## config.mk

```make
export PLATFORM = sky130hd
export DESIGN_NAME = mmu_bus_responder
export DESIGN_NICKNAME = d
export VERILOG_FILES = /design/src/rtl/mmu_bus_responder.sv
export SDC_FILE = /design/constraint.sdc
export NUM_CORES = 1
export LEC_CHECK = 0
export ABC_AREA = 1
export BUFFER_PORTS_ARGS = -buffer_cell sky130_fd_sc_hd__buf_4
export CAP_MARGIN = 20
export CORE_MARGIN = 4
export CORE_UTILIZATION = 43
export DETAILED_ROUTE_END_ITERATION = 16
export PLACE_DENSITY = 0.56
export SYNTH_ARGS = -nofsm -noshare
export SYNTH_HDL_FRONTEND = slang
export SYNTH_SLANG_ARGS = --single-unit
```

## constraint.sdc

```tcl
create_clock -name fpgaClk -period 3 [get_ports fpgaClk]
set_input_delay 0.3 -clock fpgaClk [delete_from_list [all_inputs] [get_ports fpgaClk]]
set_output_delay 0.3 -clock fpgaClk [all_outputs]
set_load 0.02 [all_outputs]
```

## src/rtl/mmu_bus_responder.sv

```systemverilog
`default_nettype none
// ============================================================================
// Module   : mmu_bus_responder
// Purpose  : Bus-side responder for the phi2 timing generated by the MMU
//            sequencer. Decodes a 16-byte register window at BASE, drives read
//            data while the access is active (plus HOLD clocks after phi2
//            falls), commits writes on the phi2 falling edge, and exposes the
//            page-mapping registers to the address mapper.
// Ports    : fpgaClk  - system clock (also the source of phi2)
//            resetN   - synchronous active-low reset
//            phi2     - bus phase from the sequencer
//            a        - CPU address bus (16 bits)
//            rw       - 1 = read, 0 = write
//            dIn      - CPU write data
//            dOut     - read data to CPU
//            dOe      - data output enable to the bus transceiver
//            pageIdx  - mapper lookup index
//            pageOut  - register[pageIdx]; index 15 returns the access counter
// Revision : 1.0 - initial release
// ============================================================================
module mmu_bus_responder #(
  parameter logic [15:0] BASE = 16'hDE00,  // low nibble must be zero
  parameter int unsigned HOLD = 1          // 1..7 clocks of dOe after phi2 falls
) (
  input  logic        fpgaClk,
  input  logic        resetN,
  input  logic        phi2,
  input  logic [15:0] a,
  input  logic        rw,
  input  logic [7:0]  dIn,
  output logic [7:0]  dOut,
  output logic        dOe,
  input  logic [3:0]  pageIdx,
  output logic [7:0]  pageOut
);

  localparam logic [1:0] c_IDLE      = 2'd0;
  localparam logic [1:0] c_ACTIVE    = 2'd1;
  localparam logic [1:0] c_HOLDST    = 2'd2;
  localparam logic [2:0] c_HOLD_INIT = 3'(HOLD - 1);

  logic [1:0]       r_state;
  logic [1:0]       w_stateNext;
  logic             r_phi2Prev;
  logic [3:0]       r_idxL;
  logic             r_rwL;
  logic             r_hitL;
  logic [2:0]       r_holdCnt;
  logic             r_dOe;
  logic [7:0]       r_dOut;
  logic [7:0]       r_hitCount;
  logic [14:0][7:0] r_pages;

  logic             w_rise;
  logic             w_fall;
  logic             w_hit;
  logic             w_latch;
  logic             w_dOeNext;
  logic [7:0]       w_dOutNext;
  logic [2:0]       w_holdNext;
  logic             w_wrEn;
  logic             w_cntInc;
  logic             w_cntClr;

  // Register file view: entries 0..14 are page registers, entry 15 is the counter.
  function automatic logic [7:0] f_lookup(input logic [3:0] idx,
                                          input logic [14:0][7:0] pages,
                                          input logic [7:0] cnt);
    f_lookup = cnt;
    for (int i = 0; i < 15; i++) begin
      if (idx == 4'(i)) f_lookup = pages[i];
    end
  endfunction

  assign w_rise  = phi2 & ~r_phi2Prev;
  assign w_fall  = ~phi2 & r_phi2Prev;
  assign w_hit   = (a[15:4] == BASE[15:4]);
  assign pageOut = f_lookup(pageIdx, r_pages, r_hitCount);
  assign dOut    = r_dOut;
  // A new access arriving while the previous one is still holding the bus
  // releases the transceiver immediately in the rise cycle.
  assign dOe     = r_dOe & ~((r_state == c_HOLDST) & w_rise);

  // State register and datapath registers
  always_ff @(posedge fpgaClk) begin
    if (!resetN) begin
      r_state    <= c_IDLE;
      r_phi2Prev <= 1'b1;   // phi2 already high at release is not a rise
      r_idxL     <= 4'd0;
      r_rwL      <= 1'b0;
      r_hitL     <= 1'b0;
      r_holdCnt  <= 3'd0;
      r_dOe      <= 1'b0;
      r_dOut     <= 8'd0;
      r_hitCount <= 8'd0;
      for (int i = 0; i < 15; i++) r_pages[i] <= 8'(i);
    end else begin
      r_state    <= w_stateNext;
      r_phi2Prev <= phi2;
      if (w_latch) begin
        r_idxL <= a[3:0];
        r_rwL  <= rw;
        r_hitL <= w_hit;
      end
      r_holdCnt <= w_holdNext;
      r_dOe     <= w_dOeNext;
      r_dOut    <= w_dOutNext;
      if (w_cntClr)      r_hitCount <= 8'd0;
      else if (w_cntInc) r_hitCount <= r_hitCount + 8'd1;
      if (w_wrEn) begin
        for (int i = 0; i < 15; i++) begin
          if (r_idxL == 4'(i)) r_pages[i] <= dIn;
        end
      end
    end
  end

  // Next-state logic
  always_comb begin
    w_stateNext = r_state;
    case (r_state)
      c_IDLE:   if (w_rise) w_stateNext = c_ACTIVE;
      c_ACTIVE: if (w_fall) w_stateNext = r_hitL ? c_HOLDST : c_IDLE;
      c_HOLDST: begin
        if (w_rise)                 w_stateNext = c_ACTIVE;
        else if (r_holdCnt == 3'd0) w_stateNext = c_IDLE;
      end
      default:  w_stateNext = c_IDLE;
    endcase
  end

  // Output / datapath control
  always_comb begin
    w_latch    = 1'b0;
    w_dOeNext  = r_dOe;
    w_dOutNext = r_dOut;
    w_holdNext = r_holdCnt;
    w_wrEn     = 1'b0;
    w_cntInc   = 1'b0;
    w_cntClr   = 1'b0;
    case (r_state)
      c_IDLE: begin
        if (w_rise) begin
          // Registered read data must be valid on the first ACTIVE cycle, so
          // it is taken from the live address in the rise cycle.
          w_latch   = 1'b1;
          w_dOeNext = w_hit & rw;
          if (w_hit & rw) w_dOutNext = f_lookup(a[3:0], r_pages, r_hitCount);
        end
      end
      c_ACTIVE: begin
        if (r_hitL & r_rwL) begin
          w_dOeNext  = 1'b1;
          w_dOutNext = f_lookup(r_idxL, r_pages, r_hitCount);
        end
        if (w_fall) begin
          if (r_hitL) begin
            w_wrEn     = ~r_rwL;
            // Writing the counter slot clears it; the clear beats the increment.
            w_cntClr   = ~r_rwL & (r_idxL == 4'hF);
            w_cntInc   = ~w_cntClr;
            w_holdNext = c_HOLD_INIT;
          end else begin
            w_dOeNext = 1'b0;
          end
        end
      end
      c_HOLDST: begin
        if (w_rise) begin
          w_latch   = 1'b1;
          w_dOeNext = w_hit & rw;
          if (w_hit & rw) w_dOutNext = f_lookup(a[3:0], r_pages, r_hitCount);
        end else if (r_holdCnt == 3'd0) begin
          w_dOeNext = 1'b0;
        end else begin
          w_holdNext = r_holdCnt - 3'd1;
        end
      end
      default: w_dOeNext = 1'b0;
    endcase
  end

endmodule
`default_nettype wire

```

==> key figures, run 1 <==
Power and ir drop
  • Sequential power share: 39.9%
  • Leakage: 5.04 nW
  • Combinational share of power: 17.1%
  • Switching power: 1.61 mW
  • Pwr Density: 443 mW/mm^2
  • Internal power: 3.38 mW
  • Sw Share: 32.2%
  • Peak VDD IR: 0.383 mV
  • Clk pwr share: 43.0%

STA
  • Setup_tns: 0 ns
  • Minimum clock period: 2.79 ns
  • Unrepaired setup endpoints after global routing: false
  • Final max-slew violation count: 0
  • Clock skew: 0.0128 ns
  • Relative slew slack: 49.4%
  • Final worst slack: 0.206 ns
  • Final setup violation count: 0
  • F_max: 358 MHz
  • Final Hold Fails: 0
  • Slew @ Worst Pin: around 0.75 ns
  • Period utilization: 93.1%

Detailed routing
  • Via density per instance: 5.39
  • DRT antenna net count: 0
  • Residual DRC: 0
  • Avg WL per Cell: 18.8 um
  • Via Count: 11100
  • Pre-Repair DR Iteration Count: 8
  • First DRT Iteration DRCs: around 990
  • Drt total wl: slightly below 40000 um

Job
  • Max-cap viol count: 0

Yosys
  • Mapped Avg Cell Area: 5.78 um^2
  • Yosys reg bits: 149
  • Mapped cell area: roughly 0.0098 mm^2
  • Yosys warns: 0
  • Register area share after synthesis: between 30% and 40%
  • Mapped Nets: 1725
  • Post-Syn Instances: 1690
  • Yosys cell types: 34

CTS
  • Clk Latency, worst-skew pair: 0.43 ns
  • Clock buffer depth: 2
  • CTS tree: built
  • CTS Root Cell: clkbuf_16
  • Post-CTS setup buffer count: 0
  • H-Tree Depth: 4
  • Resize count post-CTS: 0
  • Clock-pin transition on the worst setup and hold timing paths: 0.07 ns
  • CTS Hold Bufs: 0
  • Total CTS buffers: 17
  • Sink Count: 149

GRT
  • Vias in the first global route: about 10000
  • Antenna violations before repair: 0
  • Gr usage total: 29.8%
  • Gr ovfl total: 0
  • First-pass GRT wire length: 59400 um
  • Largest net degree at the start of global routing: 86

Floorplan
  • IO Count: 49
  • Die ar.: 0.0252 mm^2
  • Core Box Area: 0.0221 mm^2
  • Die H: 159 um
  • Starting Density: 44.2%
  • Die width: 159 um
  • Site row count: 54

Final layout
  • Most frequent cells in the layout: 436 x nand2_1, 246 x inv_1, 224 x o21ai_0, 171 x a21oi_1, 161 x nand3_1
  • Antenna diodes: 0
  • Layout cell share with drive strength beyond 1: 10.9%
  • Fillers: 2378
  • Final #Nets: 1794
  • Fin cells: 2052
  • Commonest non-fill, non-tap cell in the layout: nand2_1
  • Area Growth Syn to Fin: 15.3%

Placed design
  • Port buffer count: 48
  • Gpl congestion: 0.959
  • DPL Wire Length: ~28000 um
  • Cells after DPL: 2020
  • Pre-CTS setup slack: 0.0766 ns

Setup path
  • CP most frequent cell: nand2_1
  • Critical path class: flop to output port
  • CP cell instances: inv_1 -> nand2_1 -> o21ai_0 -> o21ai_0 -> o21ai_1 -> nand3_1 -> nand2_1 -> o211ai_1 -> nand3_1 -> nand3_1 -> nand3_1 -> nand3_1 -> o21ai_1 -> nand2_1 -> nand2_1 -> nand2_1 -> nand2_1 -> nand2_1 -> buf_4
  • Buf+Inv Stages, Crit Path: 2
  • Worst setup EP type: output port
  • Slowest cell on crit path: dfxtp_1
  • Type of origin of the critical path: flop
  • Worst-path fanout max: 4
  • WP data required: between 2 and 3 ns
  • Data arrival time of the critical path: ~2.5 ns
  • CP delay by family, top: simple AND/OR/NAND/NOR gates
  • CP max stage delay: 0.32 ns

Run status
  • Status: finished, final reports clean

Hold path
  • Hold crit path type: input pin to flop
==> path summary, 6_finish.rpt <==
path	endpoint	start	cells after the start	slack (ns)
max	pageOut[7]	r_hitCount[7]	19	0.21
min	r_phi2Prev	phi2	3	0.09
max reg2reg	dOut[4]	r_idxL[0]	20	0.27
min reg2reg	r_hitCount[1]	r_hitCount[1]	2	0.48
==> registers in the layout, summed over array words and instances, names as in the netlist <==
signal and flops:
r_hitCount 8, r_dOe 1, r_hitL 1, dOut 8, r_rwL 1, r_phi2Prev 1, r_state 2, r_pages 120
r_idxL 4, r_holdCnt 3
==> metal layers <==
metal	up-vias	track usage, %	part of all wire (%)
met5	-	0	0
met4	0	7.65	2.1
met3	64	4.25	4.7
met2	369	51.6	48
met1	5029	39.3	45
li1	5591	-	-
==> logic make-up after synthesis <==
family | Yosys count | synth area share [%]
simple gates | 771 | 33.2
buf+inv | 326 | 12.6
flops | 149 | 30.5
compound gates | 441 | 23.3
fa+ha+maj | 3 | 0.384
==> metrics by stage <==
stage	instance area (um^2)	util [%]	power (mW)	hold slack, ns
final	11300	51.0	4.99	0.0931
after global routing	11300	51.0	5.18	0.0991
after CTS	11300	50.9	4.99	0.0887
after detailed placement	10700	48.4	2.88	0.475
after global placement	10700	48.4	2.88	0.468
after floorplan	9780	-	2.54	0.408
==> area by class of cell <==
cell class | instances | area (um^2) | area share, %
clock buffers | 19 | 453 | 4.02
clock inverters | 13 | 113 | 0.999
inverters | 278 | 1040 | 9.26
multi-input cells | 1215 | 5580 | 49.5
flip-flops and latches | 149 | 2990 | 26.5
well taps | 280 | 350 | 3.11
repair buffers | 98 | 748 | 6.64
==> synth_stat cells (all sizes together) <==
| master | instances | share of area, % |
|---|---|---|
| nand2 | 441 | 17 |
| o221ai | 3 | 0.27 |
| clkinv | 6 | 0.23 |
| or4 | 1 | 0.077 |
| o22ai | 2 | 0.13 |
| nand3 | 161 | 8.2 |
| o211ai | 17 | 1.3 |
| dfxtp | 149 | 31 |
| clkbuf | 42 | 1.6 |
| or2 | 4 | 0.26 |
| o31ai | 1 | 0.077 |
| a31oi | 1 | 0.064 |
| ha | 3 | 0.38 |
| nand4 | 2 | 0.13 |
| a211oi | 1 | 0.077 |
| nor2 | 155 | 7.0 |
| nor3 | 4 | 0.20 |
| nor3b | 2 | 0.15 |
| a21boi | 1 | 0.077 |
| a21oi | 171 | 8.8 |
| a2111oi | 1 | 0.090 |
| inv | 272 | 10 |
| nor4 | 1 | 0.064 |
| o21ai | 242 | 12 |
| buf | 6 | 0.32 |
| o21bai | 1 | 0.077 |
==> worst min-delay path: cells and delay by family <==
kind                   cells  cell delay [ns]
buffers and inverters      2             0.14
AND/OR/NAND/NOR            1             0.06
==> power groups by stage <==
stage | Sequential [mW] | Clock, mW | Combinational, mW
finish | 1.99 | 2.14 | 0.855
global route | 1.99 | 2.25 | 0.937
CTS | 1.99 | 2.16 | 0.843
detailed placement | 2.04 | 0 | 0.840
global placement | 2.04 | 0 | 0.842
floorplan | 2.04 | 0 | 0.505
(Power assumes the default switching activity.)
==> run 2: changes to the inputs <==
--- a/config.mk
+++ b/config.mk
@@ -5,7 +5,7 @@
 export SDC_FILE = /design/constraint.sdc
 export NUM_CORES = 1
 export LEC_CHECK = 0
-export ABC_AREA = 1
+export ABC_AREA = 0
 export BUFFER_PORTS_ARGS = -buffer_cell sky130_fd_sc_hd__buf_4
 export CAP_MARGIN = 20
 export CORE_MARGIN = 4
==> run 2 against run 1 <==
Cell area up 3.5%. Synthesized cell count is 21% lower. Area after synthesis increased by 6.3%. Fmax up 3.1%. Critical path depth decreased by 11. Sequential cell count is the same. Total power shrank 2.0%. Global-route usage increased by 6.1 points. First-iteration DRC count grew 93%. Final cell count down 18%. Sequential share of layout area fell by 0.92 points. Largest cell class unchanged. Largest power group unchanged.
==> key figures, run 2 <==
Detailed routing
  • Residual DRC: 0
  • Drt total wl: roughly 49000 um
  • DR top layer: met5
  • Metal-1 WL: 20500 um
  • DR WL met3: 5600 um
  • Pre-Repair DR Iteration Count: 6
  • Via density per instance: 6.66
  • First DRT Iteration DRCs: around 1900
  • Avg WL per Cell: roughly 29 um
  • Via Count: roughly 11000
  • DRT antenna net count: 0
  • Met2 wire len: 19900 um

Setup path
  • Critical path class: flop to output port
  • Type of origin of the critical path: flop
  • Worst reg2reg setup slack: 0.36 ns
  • Data arrival time of the critical path: roughly 2.4 ns
  • Worst setup EP type: output port
  • Reg2reg path depth: 6
  • FF-to-FF Start: r_idxL[2]
  • Worst-path fanout max: 4
  • WP data required: roughly 2.7 ns
  • Worst reg2reg path endpoint: dOut[5]

STA
  • Minimum clock period: around 2.7 ns
  • Final setup violation count: 0
  • Relative slew slack: ~50%
  • Period utilization: 90.3%
  • F_max: between 300 and 400 MHz
  • Final worst slack: 0.290 ns
  • Slew @ Worst Pin: between 0.7 and 0.8 ns
  • WHS: 0.0632 ns
  • Clock skew: 0.0117 ns
  • Final max-slew violation count: 0
  • Final Hold Fails: 0
  • Unrepaired setup endpoints after global routing: false
  • Setup_tns: 0 ns

Yosys
  • Simple-gate share of the synthesized area: 21.9%
  • Post-synth top area cell: dfxtp_1
  • Ys flop type: dfxtp_1
  • Post-synthesis xor/xnor area fraction: 0.759%
  • Number of synthesized flops with an enable pin: 0
  • Yosys top cell area share: 28.7%
  • Register area share after synthesis: 28.7%
  • Count leader, synth: dfxtp_1
  • Mapped cell area: 0.0104 mm^2
  • Main combinational cell family by area after synthesis: compound AO/OA/AOI/OAI gates
  • Synth Area in Adders: less than 1%
  • Mapped Avg Cell Area: 7.79 um^2
  • Leading post-synthesis cells by cell area: dfxtp_1 29%, mux2i_1 11%, nand2_1 5.3%
  • Mapped Nets: 1369
  • Yosys cell types: 76
  • Yosys reg bits: about 150
  • Mux cell area share after synthesis: 15.0%
  • Yosys warns: 0
  • Synth Area in Compound Gates: 27.3%
  • Synth async-reset ratio: 0%
  • Post-Syn Instances: 1334
  • Commonest cells in the netlist: 149 x dfxtp_1, 147 x nand2_1, 113 x mux2i_1

Floorplan
  • Die H: 163 um
  • Starting Density: 44.0%
  • Die ar.: 0.0267 mm^2
  • Die width: 163 um
  • IO Count: 49
  • Core Box Area: 0.0236 mm^2
  • Site row count: 56

CTS
  • CTS Hold Bufs: 0
  • Clock buffer depth: 2
  • Total CTS buffers: 17
  • Clk Latency, worst-skew pair: 0.44 ns
  • CTS Root Cell: clkbuf_16
  • Clock-pin transition on the worst setup and hold timing paths: 0.07 ns
  • CTS tree: built
  • Sink Count: 149
  • Resize count post-CTS: 0
  • Post-CTS setup buffer count: 0
  • H-Tree Depth: 4

Power and ir drop
  • Leakage: 4.39 nW
  • Pwr Density: 419 mW/mm^2
  • Tot Pwr: 4.89 mW
  • Peak VDD IR: 0.286 mV

Job
  • Max-cap viol count: 0

Hold path
  • End of the worst hold path: r_phi2Prev
  • Worst Hold Depth: 2
  • Hold crit path type: input pin to flop
  • Hold Crit Start: phi2

Final layout
  • Final #Nets: between 1000 and 1500
  • Max reg flops: 120
  • Area of the multi-input gates: 0.00678 mm^2
  • Most frequent cells in the layout: 148 x dfxtp_1, 147 x nand2_1, 113 x mux2i_1, 105 x o21ai_0, 104 x buf_4
  • Fillers: 2398
  • Reg area: 0.00298 mm^2
  • Fin area: 0.0117 mm^2
  • Fin cells: 1679
  • Final Core Density: 49.4%
  • Layout cell share with drive strength beyond 1: 13.8%
  • Top reg by flops: r_pages
  • Area Growth Syn to Fin: 12.3%
  • Antenna diodes: 0
  • Commonest non-fill, non-tap cell in the layout: dfxtp_1

Placed design
  • Gpl congestion: 1.07
  • Cells after DPL: 1647
  • Port buffer count: 48
  • Area after DPL: 0.0111 mm^2
  • Pre-CTS setup slack: 0.415 ns
  • DPL Wire Length: between 30000 and 40000 um

GRT
  • Antenna violations before repair: 2
  • Vias in the first global route: 10100
  • Gr ovfl total: 0
  • First-pass GRT wire length: about 71000 um
  • Gr usage total: 35.9%
  • Largest net degree at the start of global routing: 60

Run status
  • Status: finished, final reports clean
## run 2: cell types whose count changed in the layout (fill, tap and decap cells not counted), sizes merged, moves of 88 or more
| cell | change |
|---|---|
| o21ai | -137 |
| nand2 | -294 |
| mux2i | +113 |
| nand3 | -105 |
| inv | -246 |
| a21oi | -88 |
## run 2: cell families (layout without fill, tap and decap cells)
family          after synthesis  after routing
mux                         142            142
compound gates              434            434
xor+xnor                      9              9
fa+ha+maj                     3              3
flops                       149            149
buf+inv                     138            164
simple gates                459            459
## run 2: power breakdown
part | internal (mW) | switching, mW | leakage [nW]
registers | 1.98 | 0.0112 | 1.20
logic | 0.261 | 0.489 | 2.92
clock network | 1.12 | 1.03 | 0.275
total | 3.36 | 1.53 | 4.39
## run 2: layout make-up
class / instances / share of cell area, %
clock buffers: 18 / 3.76
clock inverters: 14 / 1.09
inverters: 25 / 0.804
multi-input cells: 1047 / 58.1
flip-flops and latches: 149 / 25.6
well taps: 319 / 3.42
repair buffers: 107 / 7.21
## run 2: how the worst max path moves through the flow
stage / startpoint / to / slack [ns] / depth (start not counted)
6_report: r_pages[25] / pageOut[1] / 0.29 / 8
5_1_grt: r_idxL[2] / dOut[5] / 0.17 / 6
4_1_cts: r_pages[25] / pageOut[1] / 0.32 / 8
3_5_place_dp: pageIdx[1] / pageOut[6] / 0.41 / 10
3_3_place_gp: pageIdx[1] / pageOut[6] / 0.42 / 10
2_1_floorplan: pageIdx[0] / pageOut[2] / 0.83 / 10
## run 2: critical path, cell delays in order (launching register included)
cell	delay, ns
dfxtp_1	0.39
mux4_2	0.51
nor2_1	0.10
o22ai_1	0.09
a21oi_1	0.26
a21oi_1	0.10
a221oi_1	0.22
a31oi_1	0.11
buf_4	0.21
## run 2: per-layer routing
layer,GRT usage [%],vias up
li1,-,4912
met1,50.6,5317
met2,51.5,791
met3,9.66,160
met4,15.6,4
met5,0,-
==> run 3: changes to the inputs <==
--- a/config.mk
+++ b/config.mk
@@ -9,9 +9,9 @@
 export BUFFER_PORTS_ARGS = -buffer_cell sky130_fd_sc_hd__buf_4
 export CAP_MARGIN = 20
 export CORE_MARGIN = 4
-export CORE_UTILIZATION = 43
+export CORE_UTILIZATION = 40
 export DETAILED_ROUTE_END_ITERATION = 16
-export PLACE_DENSITY = 0.56
+export PLACE_DENSITY = 0.53
 export SYNTH_ARGS = -nofsm -noshare
 export SYNTH_HDL_FRONTEND = slang
 export SYNTH_SLANG_ARGS = --single-unit
==> run 3 against run 2 <==
Count of clock-buffer cells in the layout is 1 lower. Die area is 7.1% higher. Sequential share of layout area is 0.10 points lower. Critical endpoint is now pageOut[4]. Highest routed layer unchanged. Total power is 4.5% higher. Critical path type unchanged. Routed wire length is 0.94% higher.
==> key figures, run 3 (synthesis gave the netlist of run 2 again) <==
Detailed routing
  • First DRT Iteration DRCs: 1540
  • Pre-Repair DR Iteration Count: 8
  • Via density per instance: 6.50
  • Via Count: 11000
  • Drt total wl: 49000 um
  • Residual DRC: 0
  • DRT antenna net count: 0
  • Avg WL per Cell: 29.0 um

Power and ir drop
  • Pwr Density: 436 mW/mm^2
  • Peak VDD IR: between 0.2 and 0.3 mV
  • Leakage: 4.40 nW

Setup path
  • CP cell instances: mux4_2 -> nor2_1 -> o22ai_1 -> a21oi_1 -> a21oi_1 -> a221oi_1 -> a31oi_1 -> buf_4
  • WP data required: approximately 2.7 ns
  • Data arrival time of the critical path: 2.49 ns
  • CP most frequent cell: a21oi_1
  • CP max stage delay: 0.52 ns
  • Worst setup EP type: output port
  • Slowest cell on crit path: mux4_2
  • Type of origin of the critical path: flop
  • Worst-path fanout max: 4
  • Reg2reg path depth: 8
  • Critical path class: flop to output port

STA
  • Setup_tns: 0 ns
  • Final max-slew violation count: 0
  • Clock skew: 0.0140 ns
  • Slew @ Worst Pin: between 0.8 and 0.9 ns
  • Relative slew slack: 46.1%
  • F_max: 359 MHz
  • Final Hold Fails: 0
  • WHS: 0.0556 ns
  • Unrepaired setup endpoints after global routing: false
  • Period utilization: 92.9%
  • Minimum clock period: 2.79 ns
  • Final setup violation count: 0

GRT
  • Antenna violations before repair: 1
  • Gr ovfl total: 0
  • Gr usage total: around 34%
  • Largest net degree at the start of global routing: 56
  • Vias in the first global route: 10200
  • First-pass GRT wire length: between 70000 and 80000 um

Placed design
  • DPL Wire Length: 36000 um
  • Port buffer count: 48
  • Gpl congestion: 1.03

CTS
  • H-Tree Depth: 4
  • Resize count post-CTS: 0
  • CTS tree: built
  • CTS Hold Bufs: 0
  • CTS Root Cell: clkbuf_16
  • Sink Count: 149
  • Clk Latency, worst-skew pair: 0.45 ns
  • Clock buffer depth: 2
  • Post-CTS setup buffer count: 0
  • Total CTS buffers: 17
  • Clock-pin transition on the worst setup and hold timing paths: ~0.07 ns

Floorplan
  • Starting Density: between 40 and 50%
  • IO Count: 49
  • Core Box Area: 0.0254 mm^2
  • Die width: between 150 and 200 um
  • Site row count: 58
  • Die ar.: around 0.029 mm^2
  • Die H: 169 um

Hold path
  • Worst Hold Depth: 2
  • Hold crit path type: input pin to flop

Final layout
  • Layout cell share with drive strength beyond 1: 13.6%
  • Most frequent cells in the layout: 147 x nand2_1, 147 x dfxtp_1, 113 x mux2i_1, 105 x o21ai_0, 104 x buf_4
  • Reg area: 0.00299 mm^2
  • Area Growth Syn to Fin: 12.8%
  • Top reg by flops: r_pages
  • Max reg flops: 120
  • Final #Nets: 1381
  • Fillers: 2629
  • Area of the multi-input gates: 0.00678 mm^2

Job
  • Max-cap viol count: 0

Run status
  • Status: finished, final reports clean
==> run 3: cell count changes in the layout (fill, tap and decap cells not counted), sizes merged <==
cell / previous run / this run
buf: 107 / 106
clkbuf: 18 / 17
bufinv: 0 / 4
clkinv: 4 / 5
inv: 33 / 27
diode: 0 / 1
==> run 3: area by class of cell <==
| cell class | instances | share of cell area (%) |
|---|---|---|
| inverters | 25 | 0.801 |
| repair buffers | 106 | 7.00 |
| clock buffers | 17 | 3.63 |
| well taps | 330 | 3.52 |
| clock inverters | 13 | 1.68 |
| flip-flops and latches | 149 | 25.5 |
| multi-input cells | 1047 | 57.9 |
| diodes | 1 | 0.0214 |
==> run 3: metrics by stage <==
stage | util (%) | total power, mW | std cells | setup slack, ns | cell area (um^2)
after CTS | 46.1 | 5.12 | 1687 | 0.251 | 11700
after detailed placement | 43.7 | 2.76 | 1657 | 0.335 | 11100
after global placement | 43.7 | 2.77 | 1657 | 0.342 | 11100
final | 46.1 | 5.11 | 1688 | 0.212 | 11700
after global routing | 46.1 | 5.25 | 1687 | 0.0809 | 11700
after floorplan | - | 2.48 | 1334 | 0.832 | 10400
==> run 3: power breakdown <==
part           leakage (nW)  internal [mW]  switching (mW)
combinational          2.91          0.259           0.489
sequential             1.20           1.98         0.00835
clock                 0.297           1.40           0.977
total                  4.40           3.64            1.48
==> run 3: layer usage <==
metal | up-vias | wire length, um | global-route usage, %
met4 | 2 | 1940 | 11.7
met5 | - | 13 | 0
li1 | 4905 | - | -
met2 | 635 | 20300 | 49.0
met3 | 128 | 4950 | 7.08
met1 | 5310 | 21700 | 49.8
==> run 3: path summary, 6_finish.rpt <==
| path | from | endpoint | slack, ns |
|---|---|---|---|
| worst max-delay path | r_pages[20] | pageOut[4] | 0.21 |
| worst min-delay path | phi2 | r_phi2Prev | 0.06 |
| worst max register to register | r_idxL[2] | dOut[6] | 0.49 |
| worst min register to register | r_holdCnt[1] | r_holdCnt[1] | 0.50 |
==> run 3: worst max-delay path: cells and delay by family, from the launching register on <==
kind,cells,cell delay [ns]
buffers and inverters,1,0.20
AND/OR/NAND/NOR,1,0.11
flip-flops,1,0.40
multiplexers,1,0.52
AO/OA/AOI/OAI,5,0.82
